`src/rtl/dram030_pkg.sv`:
```
// dram030_pkg: shared state type, DSACK codes and default timing
// for the 68030 DRAM slot controller.
package dram030_pkg;

   typedef enum logic [2:0] {
      IDLE,
      RAS,
      COL,
      CAS,
      TERM,
      PRE,
      REF_CAS,
      REF_RAS
   } dram_state_e;

   localparam logic [1:0] DSACK_32   = 2'b00;
   localparam logic [1:0] DSACK_NONE = 2'b11;

   localparam int DEF_REFRESH_INTERVAL = 390;
   localparam int DEF_PRECHARGE_CYCLES = 2;
   localparam int DEF_CAS_CYCLES       = 2;
   localparam int DEF_REF_RAS_CYCLES   = 3;

   // Counter width able to hold n-1, never below one bit.
   function automatic int cnt_width(input int n);
      return (n > 1) ? $clog2(n) : 1;
   endfunction

endpackage

```
`src/rtl/dram_refresh_timer.sv`:
```
// dram_refresh_timer: free-running refresh interval counter with a
// saturating request flag cleared when the controller grants refresh.
module dram_refresh_timer
   import dram030_pkg::*;
#(
   parameter int INTERVAL = DEF_REFRESH_INTERVAL
) (
   input  logic clk_i,
   input  logic rst_i,
   input  logic clr_i,
   output logic pending_o
);

   localparam int            CW     = cnt_width(INTERVAL);
   localparam logic [CW-1:0] RELOAD = CW'(INTERVAL - 1);

   logic [CW-1:0] cnt_q;
   logic          pend_q;

   // Count down every cycle; a tick while a request waits is dropped.
   always_ff @(posedge clk_i or posedge rst_i) begin
      if (rst_i) begin
         cnt_q  <= RELOAD;
         pend_q <= 1'b0;
      end else begin
         if (cnt_q == '0) begin
            cnt_q <= RELOAD;
         end else begin
            cnt_q <= cnt_q - 1'b1;
         end
         if (clr_i) begin
            pend_q <= 1'b0;
         end else if (cnt_q == '0) begin
            pend_q <= 1'b1;
         end
      end
   end

   assign pending_o = pend_q;

endmodule

```
`src/rtl/dram_ctrl030.sv`:
```
// dram_ctrl030: RAS/CAS sequencer and refresh arbiter for the 68030 RAM
// slot. Define DRAM_STERM_EN to terminate with STERMn instead of DSACKn.
module dram_ctrl030
   import dram030_pkg::*;
#(
   parameter int REFRESH_INTERVAL = DEF_REFRESH_INTERVAL,
   parameter int PRECHARGE_CYCLES = DEF_PRECHARGE_CYCLES,
   parameter int CAS_CYCLES       = DEF_CAS_CYCLES,
   parameter int REF_RAS_CYCLES   = DEF_REF_RAS_CYCLES
) (
   input  logic       sysClk,
   input  logic       sysRst,
   input  logic       cpuASn,
   input  logic       ramSELn,
   input  logic       cpuRWn,
   input  logic [3:0] byteSELn,
   output logic       ramRASn,
   output logic [3:0] ramCASn,
   output logic       ramWEn,
   output logic       ramMuxSel,
   output logic [1:0] cpuDSACKn,
   output logic       cpuSTERMn
);

   localparam int MAX_A = (PRECHARGE_CYCLES > CAS_CYCLES) ?
                          PRECHARGE_CYCLES : CAS_CYCLES;
   localparam int MAX_C = (MAX_A > REF_RAS_CYCLES) ?
                          MAX_A : REF_RAS_CYCLES;
   localparam int CW    = cnt_width(MAX_C);

   localparam logic [CW-1:0] PRE_LD = CW'(PRECHARGE_CYCLES - 1);
   localparam logic [CW-1:0] CAS_LD = CW'(CAS_CYCLES - 1);
   localparam logic [CW-1:0] REF_LD = CW'(REF_RAS_CYCLES - 1);

   dram_state_e state_q;
   logic [CW-1:0] cnt_q;
   logic          rw_q;
   logic          ras_q;
   logic [3:0]    cas_q;
   logic          we_q;
   logic          mux_q;
   logic [1:0]    dsack_q;
   logic          ref_pend;
   logic          ref_grant;
   logic          as_gone;

   assign ref_grant = (state_q == IDLE) && ref_pend;
   assign as_gone   = cpuASn && (state_q inside {RAS, COL, CAS, TERM});

   dram_refresh_timer #(
      .INTERVAL(REFRESH_INTERVAL)
   ) u_timer (
      .clk_i    (sysClk),
      .rst_i    (sysRst),
      .clr_i    (ref_grant),
      .pending_o(ref_pend)
   );

`ifdef DRAM_STERM_EN
   logic sterm_q;

   // One-cycle synchronous termination on the last CAS cycle.
   always_ff @(posedge sysClk or posedge sysRst) begin
      if (sysRst) begin
         sterm_q <= 1'b1;
      end else begin
         sterm_q <= !((state_q == CAS) && !cpuASn && (cnt_q == '0));
      end
   end

   assign cpuSTERMn = sterm_q;
`else
   assign cpuSTERMn = 1'b1;
`endif

   // Main sequencer; strobes are registered from the current state.
   always_ff @(posedge sysClk or posedge sysRst) begin
      if (sysRst) begin
         state_q <= IDLE;
         cnt_q   <= '0;
         rw_q    <= 1'b1;
         ras_q   <= 1'b1;
         cas_q   <= 4'hF;
         we_q    <= 1'b1;
         mux_q   <= 1'b0;
         dsack_q <= DSACK_NONE;
      end else if (as_gone) begin
         ras_q   <= 1'b1;
         cas_q   <= 4'hF;
         we_q    <= 1'b1;
         mux_q   <= 1'b0;
         dsack_q <= DSACK_NONE;
         state_q <= PRE;
         cnt_q   <= PRE_LD;
      end else begin
         unique case (state_q)
            IDLE: begin
               if (ref_pend) begin
                  state_q <= REF_CAS;
               end else if (!cpuASn && !ramSELn) begin
                  state_q <= RAS;
                  rw_q    <= cpuRWn;
               end
            end
            RAS: begin
               ras_q   <= 1'b0;
               mux_q   <= 1'b0;
               state_q <= COL;
            end
            COL: begin
               mux_q   <= 1'b1;
               state_q <= CAS;
               cnt_q   <= CAS_LD;
            end
            CAS: begin
               cas_q <= byteSELn;
               we_q  <= rw_q;
               if (cnt_q == '0) begin
                  state_q <= TERM;
               end else begin
                  cnt_q <= cnt_q - 1'b1;
               end
            end
            TERM: begin
`ifndef DRAM_STERM_EN
               dsack_q <= DSACK_32;
`endif
            end
            PRE: begin
               ras_q   <= 1'b1;
               cas_q   <= 4'hF;
               we_q    <= 1'b1;
               mux_q   <= 1'b0;
               dsack_q <= DSACK_NONE;
               if (cnt_q == '0) begin
                  state_q <= IDLE;
               end else begin
                  cnt_q <= cnt_q - 1'b1;
               end
            end
            REF_CAS: begin
               cas_q   <= 4'h0;
               ras_q   <= 1'b1;
               we_q    <= 1'b1;
               state_q <= REF_RAS;
               cnt_q   <= REF_LD;
            end
            REF_RAS: begin
               ras_q <= 1'b0;
               if (cnt_q == '0) begin
                  state_q <= PRE;
                  cnt_q   <= PRE_LD;
               end else begin
                  cnt_q <= cnt_q - 1'b1;
               end
            end
         endcase
      end
   end

   assign ramRASn   = ras_q;
   assign ramCASn   = cas_q;
   assign ramWEn    = we_q;
   assign ramMuxSel = mux_q;
   assign cpuDSACKn = dsack_q;

endmodule
```
`config.mk`:
```
export PLATFORM = sky130hd
export DESIGN_NAME = dram_ctrl030
export DESIGN_NICKNAME = d
export VERILOG_FILES = /design/src/rtl/dram030_pkg.sv /design/src/rtl/dram_refresh_timer.sv /design/src/rtl/dram_ctrl030.sv
export SDC_FILE = /design/constraint.sdc
export NUM_CORES = 1
export LEC_CHECK = 0
export ABC_AREA = 1
export BUFFER_PORTS_ARGS = -buffer_cell sky130_fd_sc_hd__buf_4
export CORE_ASPECT_RATIO = 0.75
export CORE_UTILIZATION = 35
export DETAILED_ROUTE_END_ITERATION = 12
export GPL_ROUTABILITY_DRIVEN = 0
export PLACE_DENSITY_LB_ADDON = 0.1
export SYNTH_ARGS = -nofsm -noshare
export SYNTH_HDL_FRONTEND = slang
export SYNTH_SLANG_ARGS = --single-unit
```
`constraint.sdc`:
```
create_clock -name sysClk -period 1.32 [get_ports sysClk]
set_input_delay 0.198 -clock sysClk [delete_from_list [all_inputs] [get_ports sysClk]]
set_output_delay 0.198 -clock sysClk [all_outputs]
set_load 0.02 [all_outputs]
```
== After elaboration in Yosys (flattened, before gate mapping) ==
Index checks and enable logic that the tools add are counted.

* Eq/ne operators: 12
* Reductions and logical operators: 24
* Bitwise gates (word level): 2
* Multiplexer cells: 24
* Add/sub/neg operators: 2

{| class="wikitable"
|+ Operators by type and width
! kind !! number
|-
| one-hot mux 3 bit (7 select lines) || 1
|-
| 2-to-1 mux 3 bit || 6
|-
| == test 3 bit, second input constant || 4
|-
| one-hot mux 4 bit (3 select lines) || 1
|-
| nonzero test 3 bit || 4
|-
| zero test 9 bit || 1
|-
| 2-to-1 mux 9 bit || 1
|-
| inequality test 3 bit, second input constant || 3
|-
| subtractor 9 x 1 -> 9 bit, second input constant || 1
|-
| 2-to-1 mux 2 bit || 4
|-
| one-hot mux 2 bit (4 select lines) || 1
|-
| nonzero test 4 bit || 2
|-
| nonzero test 8 bit || 1
|-
| OR reduction 2 bit || 4
|-
| == test 3 x 2 -> 1 bit, second input constant || 2
|-
| one-hot mux 1 bit (2 select lines) || 3
|-
| 2-to-1 mux 1 bit || 5
|-
| AND reduction 5 bit || 1
|-
| nonzero test 5 bit || 1
|-
| 2-to-1 mux 4 bit || 1
|-
| inequality test 4 x 2 -> 1 bit, second input constant || 1
|-
| one-hot mux 2 bit (2 select lines) || 1
|-
| AND reduction 4 bit || 1
|-
| == test 3 x 1 -> 1 bit, second input constant || 1
|-
| other kinds (9) || 13
|}

* Register bits after elaboration: 25
* Bits of input ports: 9
* Logic and storage cells: 74

== Logic depth before layout (Yosys ltp) ==
* Word-level depth: 6
* Gate-level depth with buffers: 9

== By module ==
Synthesis repeated with hierarchy kept, for this count alone.

* Cells, all modules: 196
* Area total of the unflattened synthesis: 1514.0 um2

{| class="wikitable"
|+ Modules (own cells, without submodules)
! module !! cells an instance !! area each (um2) !! times used
|-
| dram_ctrl030 || 133 || 994.7 || 1
|-
| dram_refresh_timer || 63 || 519.2 || 1
|}

== Least setup slack after synthesis ==
Ideal clock, no wire load.

* Path kind: reg-to-reg
* From: register u_timer.cnt_q[0]
* To: register u_timer.cnt_q[4]
* Buffers on the path: 0
* Cell stages (with the launch flop): 8
* Library setup time: 120 ps
* Setup slack: 31 ps
* Clock period less this slack: 1289 ps
* Data arrival time: 1170 ps
* Required time: 1200 ps
* Cell sequence: dfstp_2 -> inv_1 -> ha_1 -> nand2_1 -> nor2_1 -> nand4_1 -> o21ai_0 -> inv_1

* Longest elaborated chain between the ends: 2
* Elaborated cells on any way between the ends: 3

{| class="wikitable"
|+ Ends and longest elaborated chain
! element !! RTL line !! text
|-
| from (decl) || dram_refresh_timer.sv:17 || <nowiki>logic [CW-1:0] cnt_q;</nowiki>
|-
| from (signal assigned) || dram_refresh_timer.sv:29 || <nowiki>cnt_q <= cnt_q - 1'b1;</nowiki>
|-
| subtractor 9 x 1 -> 9 bit / zero test 9 bit (equally long branches) || dram_refresh_timer.sv:29, dram_refresh_timer.sv:26 ||
|-
| 2-to-1 mux 9 bit * || dram_refresh_timer.sv:26 || <nowiki>if (cnt_q == '0) begin</nowiki>
|}

Mark *: on every way between the ends. The rest lies on a longest branch, timed or not.
A chain may end at the register's enable or synchronous reset.

== Worst setup path in the final report ==
* From: register state_q[1]
* To: register cas_q[1], in the netlist ramCASn[1]

* Longest elaborated chain between the ends: 4
* Elaborated cells on any way between the ends: 11

{| class="wikitable"
|+ Ends and longest elaborated chain
! element !! RTL line !! text
|-
| from (decl) || dram_ctrl030.sv:35 || <nowiki>dram_state_e state_q;</nowiki>
|-
| from (signal assigned) || dram_ctrl030.sv:79 || <nowiki>state_q <= IDLE;</nowiki>
|-
| from (signal assigned) || dram_ctrl030.sv:93 || <nowiki>state_q <= PRE;</nowiki>
|-
| from (signal assigned) || dram_ctrl030.sv:99 || <nowiki>state_q <= REF_CAS;</nowiki>
|-
| == test 3 x 1 -> 1 bit, or another cell as far along || dram_ctrl030.sv:48 || <nowiki>assign as_gone = cpuASn && (state_q inside {RAS, COL, CAS, TERM});</nowiki>
|-
| nonzero test 4 bit || dram_ctrl030.sv:48 ||
|-
| logical AND 1 bit || dram_ctrl030.sv:48 ||
|-
| nonzero test 4 bit (no source line) / 2-to-1 mux 4 bit (equally long branches) || -- ||
|-
| to (signal assigned) || dram_ctrl030.sv:116 || <nowiki>cas_q <= byteSELn;</nowiki>
|-
| to (decl) || dram_ctrl030.sv:39 || <nowiki>logic [3:0] cas_q;</nowiki>
|}

Parallel ways exist; a longest one is shown, timed or not.

==> results.cfg <==
[cts]
cts_buffers = 3
cts_root_buf = clkbuf_8
cts_tree = done
clk_pin_slew_ps = 90
insertion_delay_ps = 280
cts_sinks = 24
h-tree-depth = 1
cts.path.max_buffers = 2

[power]
switchingPower_uw = 2147
p_clk_share_pct = 13.5
combPwrFrac_pct = 60.1
netSwitchingFraction_pct = 44.31
powerDensity_nw_per_um2 = 2386
internal-power_uw = 2699
pwr-share-seq_pct = 26.4
p_leak_uw = 0.001051
ir_worst_vdd_mv = 1.118

[synth]
ys_types = 27
postSynthCellCount = 184
synth_largest_area_cell = dfstp_2
avgSynthCellArea_um2 = 8.004
synthFlopType = dfstp_2
yosysTopAreaCellShare_pct = 21.41
ys.warnings.count = 0
syn_area_um2 = 1473
async_flop_share_pct = 100.0
yosysSeqAreaShare_pct = 41.80
ys_top_cells_by_area = dfstp_2 21%, dfrtp_1 20%, nand2_1 12%, inv_1 6.1%, nand3_1 4.8%
yosysMostFrequentCell = nand2_1
ys_ff_latch = 24
synth_common_cells = 49 x nand2_1, 24 x inv_1, 17 x nor2_1
synth_nets = 196
synth_edf_count = 0

[sta]
hold_viol = 0
skew_ps = 12.42
timing.hold.ws_ps = 141.1
fin_crit_sh_pct = 101.8
period_needed_ps = 1344
setup_viol = 4
layout_setup_ws_ps = -24.37
finalMaxSlewViolations = 0
grt_setup_unrepaired = yes
max_freq_mhz = 743.8

[placement]
place_hpwl_um = 2324
placed_cells = 266
preCtsSetupSlack_ps = -125.6
portBuffers = 17

[floorplan]
rows = 20
fp.dieArea_um2 = 4474
io_pins = 19
die_w_um = 76.90
dieHeight_um = 58.18
fp.coreArea_um2 = 4054
initial_core_util_pct = 36.33

[finish]
finalNonFillerCells = 280
syn2layout_area_growth_pct = 37.89
insertedDiodeCount = 0
fill_cells = 400
layout-drive-gt1-share_pct = 48.44
nNetsFinal = 238

[min_path]
hold_path_depth = 3
worst_hold_path_type = in2reg
hp-start = cpuRWn
whs_endpoint = rw_q

[worst_setup_path]
reg2reg_depth = 8
crit_arrival_ps = 1560
endpoint_kind = register
crit_type = reg2reg
start_kind = register
cp.required_ps = 1540
r2r_end = ramCASn[1]
ff2ff_setup_slack_ps = -20
startpoint = state_q[1]
rr_startpoint = state_q[1]
cp_max_fo = 5

[grt]
grt_use_met3_pct = 4.094
met2_usage_pct = 25.00
grt_pass1_wl_um = 5533
grt_pass1_vias = 1192
use_met1_pct = 21.88
grt-ovfl-total = 0
gr-usage-all-layers_pct = 16.05
grt_max_degree = 25
antenna_found_initial = 0
busiest_layer = met2

[status]
status = finished with violations
violations = setup timing

[route]
route.detailed.drc = 0
viasPerCell = 4.564
wirelength_um = 3339
drt_first_pass_iters = 4
drtAntennaViolNets = 0
via_count = 1278
drt_iter0_drc = 90
avgRoutedWirePerCell_um = 11.93

[flow_run]
max_cap_viol_count = 0
cells in the final DEF (no fill, tap or decap), drive strengths merged:
cell type,n
conb,1
ha,3
inv,27
a21boi,1
nor3,3
bufinv,1
dfstp,12
nor2,19
dfrtp,12
nand2,60
buf,41
o21ai,11
clkbuf,3
xor2,3
a31oi,1
nand4,2
nand3,19
dlygate4sd3,1
a21oi,5
sequential cells by signal, summed over array words and instances (netlist names):
register / cells
state_q: 3
ramWEn: 1
ramCASn: 4
ramMuxSel: 1
rw_q: 1
ramRASn: 1
u_timer.cnt_q: 9
cpuDSACKn: 1
u_timer.pending_o: 1
cnt_q: 2
routing by layer:
layer | part of all wire, % | vias to the layer above
li1 | - | 654
met1 | 49 | 589
met2 | 45 | 31
met3 | 4.2 | 4
met4 | 1.1 | 0
met5 | 0 | -
repair_timing:
item	CTS	global route
pin swaps	5	28
endpoints found under the hold margin	12	0
gates resized for setup	7	40
cloned	0	1
endpoints found under the setup margin	17	23
hold buffers	1	0
setup buffers	1	9
kinds of logic (layout without fill, tap and decap cells):
group / after synthesis / count (layout) / synth area share, %
adder cells (fa/ha/maj): 3 / 3 / 2.549
AND/OR/NAND/NOR: 102 / 103 / 35.09
other: 1 / 1 / 0.2546
buffers and inverters: 33 / 73 / 11.13
AO/OA/AOI/OAI: 18 / 18 / 7.393
XOR/XNOR: 3 / 3 / 1.785
flip-flops: 24 / 24 / 41.80
critical path, cell delays in order, from the launching register on:
cell	delay [ps]
dfrtp_2	480
nor2_4	200
nand2_4	100
nand3_4	170
nand2_4	90
inv_4	80
nand2_4	60
nand2_2	60
nand2_1	50
power groups by stage:
| stage | Sequential (µW) | Clock (µW) | Combinational (µW) |
|---|---|---|---|
| after CTS | 1270 | 678 | 2350 |
| after global placement | 1270 | 0 | 2300 |
| after floorplan | 1300 | 0 | 1680 |
| after global routing | 1310 | 712 | 3200 |
| final | 1280 | 657 | 2910 |
| after detailed placement | 1270 | 0 | 2330 |
through the flow:
stage	setup TNS [ps]	power, µW	cell area, µm²	utilization [%]
6_report	-81.78	4846	2031	50.09
5_1_grt	-984.7	5218	2031	50.09
4_1_cts	-899.7	4293	1836	45.28
3_5_place_dp	-846.9	3598	1729	42.65
3_3_place_gp	-331.2	3571	1729	42.65
2_1_floorplan	0	2985	1473	-
area by class of cell:
| type | count | area, µm² | area share (%) |
|---|---|---|---|
| Tap cell | 55 | 68.82 | 3.389 |
| Clock buffer | 3 | 41.29 | 2.033 |
| Sequential cell | 24 | 619.3 | 30.50 |
| Inverter | 27 | 103.9 | 5.114 |
| Timing Repair Buffer | 42 | 336.6 | 16.57 |
| Multi-Input combinational cell | 128 | 830.8 | 40.91 |
| Clock inverter | 1 | 30.03 | 1.479 |
worst max-delay path by stage:
stage,end,cells after the start,slack (ps)
2_1_floorplan,u_timer.cnt_q[4],7,30
3_3_place_gp,state_q[2],7,-60
3_5_place_dp,u_timer.cnt_q[4],7,-130
4_1_cts,u_timer.cnt_q[4],7,-90
5_1_grt,ramCASn[0],8,-100
6_report,ramCASn[1],8,-20
(Power assumes the default switching activity.)
